--- src/rtl/tv_recorder.sv ---
// Test-vector recorder: captures sample words into a FIFO and streams them out, ending each run with a {drops, records} trailer.
// Optional macro TV_RECORDER_STALL_EN: backpressure the source when the FIFO is full instead of dropping samples.
module tv_recorder #(
  parameter int TV_WIDTH    = 96,
  parameter int DEPTH       = 16,
  parameter int MAX_RECORDS = 100
) (
  input  logic                clk,
  input  logic                rst,
  input  logic                start,
  input  logic                stop,
  input  logic                sample_valid,
  output logic                sample_ready,
  input  logic [TV_WIDTH-1:0] sample_data,
  output logic                out_valid,
  input  logic                out_ready,
  output logic [TV_WIDTH-1:0] out_data,
  output logic                out_last,
  output logic                busy,
  output logic [15:0]         records,
  output logic                overflow
);

  localparam int AW = $clog2(DEPTH);

  typedef enum logic [2:0] {IDLE, CAPTURE, DRAIN, TRAILER, DONE} state_t;

  state_t              state, stateNext;
  logic [TV_WIDTH-1:0] mem [DEPTH];
  logic [AW:0]         wrPtr, rdPtr;
  logic [15:0]         recCnt, dropCnt;
  logic                ovf;
  logic                full, empty, fifoOut, capturing;
  logic                doWrite, doRead, doDrop, launch, hitMax;

  function automatic logic [15:0] satInc16(input logic [15:0] v);
    return (v == 16'hFFFF) ? v : v + 16'd1;
  endfunction

  function automatic logic [TV_WIDTH-1:0] trailerWord(input logic [15:0] rec,
                                                      input logic [15:0] drop);
    logic [TV_WIDTH-1:0] w;
    w        = '0;
    w[15:0]  = rec;
    w[31:16] = drop;
    return w;
  endfunction

  assign full      = (wrPtr[AW] != rdPtr[AW]) && (wrPtr[AW-1:0] == rdPtr[AW-1:0]);
  assign empty     = (wrPtr == rdPtr);
  assign capturing = (state == CAPTURE);
  assign fifoOut   = ((state == CAPTURE) || (state == DRAIN)) && !empty;
  assign doRead    = fifoOut && out_ready;
  assign launch    = start && ((state == IDLE) || (state == DONE));

`ifdef TV_RECORDER_STALL_EN
  assign sample_ready = capturing && !full;
  assign doWrite      = sample_valid && sample_ready;
  assign doDrop       = 1'b0;
`else
  // A full FIFO still takes the sample when the head leaves in the same cycle.
  assign sample_ready = capturing;
  assign doWrite      = sample_valid && capturing && (!full || doRead);
  assign doDrop       = sample_valid && capturing && full && !doRead;
`endif

  assign hitMax = doWrite && (recCnt == 16'(MAX_RECORDS - 1));

  always_comb begin
    stateNext = state;
    case (state)
      IDLE, DONE: if (start) stateNext = CAPTURE;
      CAPTURE:    if (stop || hitMax) stateNext = DRAIN;
      DRAIN:      if (empty) stateNext = TRAILER;
      TRAILER:    if (out_ready) stateNext = DONE;
      default:    stateNext = IDLE;
    endcase
  end

  always_ff @(posedge clk or posedge rst) begin
    if (rst) begin
      state   <= IDLE;
      wrPtr   <= '0;
      rdPtr   <= '0;
      recCnt  <= '0;
      dropCnt <= '0;
      ovf     <= 1'b0;
    end else begin
      state <= stateNext;
      if (launch) begin
        wrPtr   <= '0;
        rdPtr   <= '0;
        recCnt  <= '0;
        dropCnt <= '0;
        ovf     <= 1'b0;
      end else begin
        if (doWrite) begin
          wrPtr  <= wrPtr + (AW+1)'(1);
          recCnt <= recCnt + 16'd1;
        end
        if (doRead) rdPtr <= rdPtr + (AW+1)'(1);
        if (doDrop) begin
          dropCnt <= satInc16(dropCnt);
          ovf     <= 1'b1;
        end
      end
    end
  end

  // Storage carries no reset; its contents are only visible through fifoOut.
  always_ff @(posedge clk) begin
    if (doWrite) mem[wrPtr[AW-1:0]] <= sample_data;
  end

  always_comb begin
    out_data = '0;
    if (state == TRAILER)  out_data = trailerWord(recCnt, dropCnt);
    else if (fifoOut)      out_data = mem[rdPtr[AW-1:0]];
  end

  assign out_valid = fifoOut || (state == TRAILER);
  assign out_last  = (state == TRAILER);
  assign busy      = (state == CAPTURE) || (state == DRAIN) || (state == TRAILER);
  assign records   = recCnt;
  assign overflow  = ovf;

endmodule

--- config.mk ---
export PLATFORM = sky130hd
export DESIGN_NAME = tv_recorder
export DESIGN_NICKNAME = d
export VERILOG_FILES = /design/src/rtl/tv_recorder.sv
export SDC_FILE = /design/constraint.sdc
export NUM_CORES = 2
export LEC_CHECK = 0
export CAP_MARGIN = 20
export CORE_MARGIN = 2
export CORE_UTILIZATION = 35
export DETAILED_ROUTE_END_ITERATION = 16
export GPL_TIMING_DRIVEN = 0
export PLACE_DENSITY = 0.52
export SLEW_MARGIN = 10
export SYNTH_ARGS = -nofsm -noshare
export SYNTH_HDL_FRONTEND = slang
export SYNTH_SLANG_ARGS = --single-unit
export TNS_END_PERCENT = 30
--- constraint.sdc ---
create_clock -name clk -period 9.1 [get_ports clk]
set_input_delay 2.275 -clock clk [delete_from_list [all_inputs] [get_ports clk]]
set_output_delay 2.275 -clock clk [all_outputs]
set_load 0.01 [all_outputs]
==> run_results.csv <==
group,metric,value,unit
critical_path,worstReg2RegEnd,"mem[10][74]",
global_route,overflow,0,
clock_network,cts_buffers,161,
critical_path,required,6.83,ns
route,drtIter0Drc,3280,
cells_and_area,drive_gt1_share,25.8,%
synth,async_flop_share,2.91,%
place,hpwlAfterDp,103000,µm
power,p_clk_share,33.0,%
critical_path,worstPathArrival,4.83,ns
synth,syn_area_per_cell,23.2,µm²
synth,yosys_warnings,0,
floorplanning,coreArea,174000,µm²
floorplanning,io-pin-count,219,
power,pwr-share-comb,24.4,%
power,irDropWorstVdd,0.207,mV
critical_path,crit_family,"buffers and inverters",
timing,timing.final.crit_share,78.1,%
worst_hold_path,hold_end,"rdPtr[4]",
synth,ys.flop_type,"edfxtp_1",
cells_and_area,fin_nets,3184,
critical_path,cpMaxStageDelayCell,"clkbuf_1",
clock_network,cts_root_buf,"clkbuf_16",
power,p_leak,22.3,nW
run,maxCapViolCount,0,
cells_and_area,area_delta_synth_final,19.1,%
power,report.power.total,19.2,mW
status,outcome,"finished, final reports clean",
timing,rsz0062_at_grt,"false",
clock_network,clk_pin_slew,0.07,ns
clock_network,cts.sinks,1582,
place,dp.cells,5237,
clock_network,cts_setup_buffers,0,
critical_path,critPathMaxStageDelay,0.73,ns
route,drc,0,
timing,holdWs,0.493,ns
timing,relSlewSlack,24.6,%
critical_path,cp_common_cell,"buf_2",
global_route,grtUsageMet2,30.9,%
floorplanning,dieWidth,422,µm
route,first_pass_iters,5,
global_route,grt_pass1_wl,231000,µm
place,port_buffers,217,
clock_network,h-tree-depth,4,
floorplanning,rows,153,
worst_hold_path,min-delay-start,"rdPtr[4]",
power,swShare,27.0,%
route,vias,29600,
critical_path,critPathKind,"flop to output pin",
power,powerDensity,265,nW/µm²
timing,setup_viol,0,
timing,hold_violations,0,
timing,worst_slew_pin_slew,1.13,ns
synth,ys_seq_area_share,77.5,%
cells_and_area,final_cells,5531,
global_route,grt_max_degree,38,
global_route,grt_pass1_vias,30800,
critical_path,reg2reg_from,"rdPtr[0]",
route,ant_nets,0,
timing,skew,0.0269,ns
power,switchingPower,5.20,mW
global_route,antenna_found_initial,27,
critical_path,cp_cell_sequence,"buf_2, buf_2, clkbuf_1, buf_2, mux4_2, a22oi_1, nand2_1, a22o_1, clkdlybuf4s50_1",
timing,maxSlewViolCount,0,
timing,fin_ws,1.99,ns
global_route,grt_util_met1,24.6,%
worst_hold_path,hold_class,"flop to flop",
critical_path,path_buf_inv,5,
cells_and_area,multi_input_area,13000,µm²
cells_and_area,seq_area,47300,µm²
route,post_drt_via_cell_ratio,5.35,
route,routed_wl,164000,µm
floorplanning,die_y,422,µm
floorplanning,dieArea,178000,µm²
clock_network,clockBufferDepth,3,
synth,syn-num-nets,2735,
route,routedWlPerCell,29.6,µm
clock_network,cts_tree,"built",
critical_path,reg2reg_slack,4.95,ns
global_route,grt_use_total,18.4,%
timing,finalCriticalPeriod,7.11,ns
synth,syn_inst,2626,
cells_and_area,fillers,14900,
critical_path,cp-end-kind,"output pin",
synth,synthesis.area,61000,µm²
power,intPower,14.0,mW
critical_path,r2r_cells,9,
place,gp_congestion,0.781,
global_route,gr-usage-met3,3.05,%
synth,synth_cell_types,52,
floorplanning,initial_core_util,35.1,%
clock_network,worstSkewPairLatency,0.79,ns
critical_path,startpoint_type,"flop",
synth,ys_ff_latch,1582,
global_route,top_usage_layer,"met2",
synth,synth_edf_count,1536,
place,place_ws,2.74,ns
timing,fmax,0.141,GHz
worst_hold_path,worstHoldPathCells,1,
power,seqPwrFrac,42.6,%
critical_path,cp_max_fo,10,
clock_network,ctsHoldBuffers,0,
clock_network,cts_resized,0,
[state kept, by name (all words and copies together) (netlist names)]
name / count
dropCnt: 16
state: 3
overflow: 1
records: 16
mem: 1536
rdPtr: 5
wrPtr: 5
[placed cells by master (no fill, tap or decap), types with 13 or more instances in the layout]
cell,synthesis,routed
a21oi_1,23,23
a22o_1,32,32
clkbuf_1,79,109
or4_1,15,15
buf_2,38,38
dfrtp_1,46,46
mux4_2,448,448
buf_6,26,27
clkinv_2,0,33
o31ai_1,14,14
o21ai_0,14,14
edfxtp_1,1536,1536
and2_1,67,67
clkbuf_16,0,165
buf_8,0,13
nor2_1,13,13
nand2_1,62,62
clkdlybuf4s50_1,0,217
a22oi_1,64,64
buf_16,0,24
nand3_1,18,18
buf_12,0,30
clkinv_1,0,35
[per-stage QoR]
step	TNS, ns	utilization (%)	instance area, µm²
2_1_floorplan	0	-	61000
4_1_cts	0	41.9	72700
5_1_grt	0	41.9	72700
6_report	0	41.9	72700
3_3_place_gp	-2785.76	38.1	66100
3_5_place_dp	0	39.0	67700
[metal layers]
layer  up-vias  routed length (µm)
li1      12200                   -
met1     16000               68200
met2      1109               82500
met3       229                9780
met4        14                3270
met5         -                  88
[worst max path at each step]
stage          startpoint      endpoint  slack, ns  depth (start not counted)
6_report         rdPtr[1]  out_data[25]       1.99                          9
5_1_grt          rdPtr[1]  out_data[25]       1.82                          9
3_5_place_dp     rdPtr[1]  out_data[25]       2.74                          9
4_1_cts          rdPtr[1]  out_data[25]       1.86                          9
2_1_floorplan   out_ready      wrPtr[4]       1.12                          6
3_3_place_gp    out_ready      wrPtr[4]      -6.24                          6
[cell families after synthesis]
| group | count (synthesis) | synth area share, % |
|---|---|---|
| AO/OA/AOI/OAI | 169 | 1.99 |
| XOR/XNOR | 8 | 0.115 |
| adder cells (fa/ha/maj) | 7 | 0.144 |
| flip-flops | 1582 | 77.5 |
| multiplexers | 454 | 16.6 |
| buffers and inverters | 158 | 1.38 |
| AND/OR/NAND/NOR | 248 | 2.27 |
[final cells by class]
class	instances	area share, %
buffer	151	1.13
tap	2325	4.00
antenna	8	0.0275
multi-input combinational	886	17.9
clock buffer	195	5.83
sequential	1582	65.0
clock inverter	91	1.05
timing repair buffer	286	5.02
inverter	7	0.0361
[worst register-to-register path: stages, from the launching register on]
cell and delay, ns:
dfrtp_1 0.36, buf_2 0.48, xnor2_1 0.20, nand4_1 0.36
o21a_1 0.36, clkbuf_1 0.44, and3_4 0.69, buf_12 0.29
buf_16 0.26, buf_16 0.33
[power groups by stage]
stage,combinational (mW),sequential [mW],clock (mW)
CTS,4.85,8.20,6.48
global placement,4.73,8.39,0
finish,4.69,8.20,6.35
detailed placement,4.83,8.36,0
floorplan,2.75,8.36,0
global route,5.02,8.21,6.76
[cell usage after synthesis (2+ instances only)]
library cell	number	area, µm²
a21oi_1	23	115
a22o_1	32	280
a22oi_1	64	480
and2_1	67	419
and3_1	17	106
and4_1	2	17.5
buf_1	5	18.8
buf_2	38	190
buf_4	2	15.0
buf_6	26	293
clkbuf_1	79	297
dfrtp_1	46	1150
edfxtp_1	1536	46100
ha_1	7	87.6
inv_1	7	26.3
mux2i_1	6	60.1
mux4_2	448	10100
nand2_1	62	233
nand2b_1	4	25.0
nand3_1	18	90.1
nand4_1	12	75.1
nand4b_1	3	26.3
nor2_1	13	48.8
nor2b_1	7	43.8
nor3_1	6	30.0
nor4_1	7	43.8
o211ai_1	6	45.0
o21a_1	4	30.0
o21ai_0	14	70.1
o21ai_1	4	20.0
o31ai_1	14	105
or3_1	6	37.5
or4_1	15	113
or4b_1	2	20.0
xnor2_1	7	61.3
(Power assumes the default switching activity.)
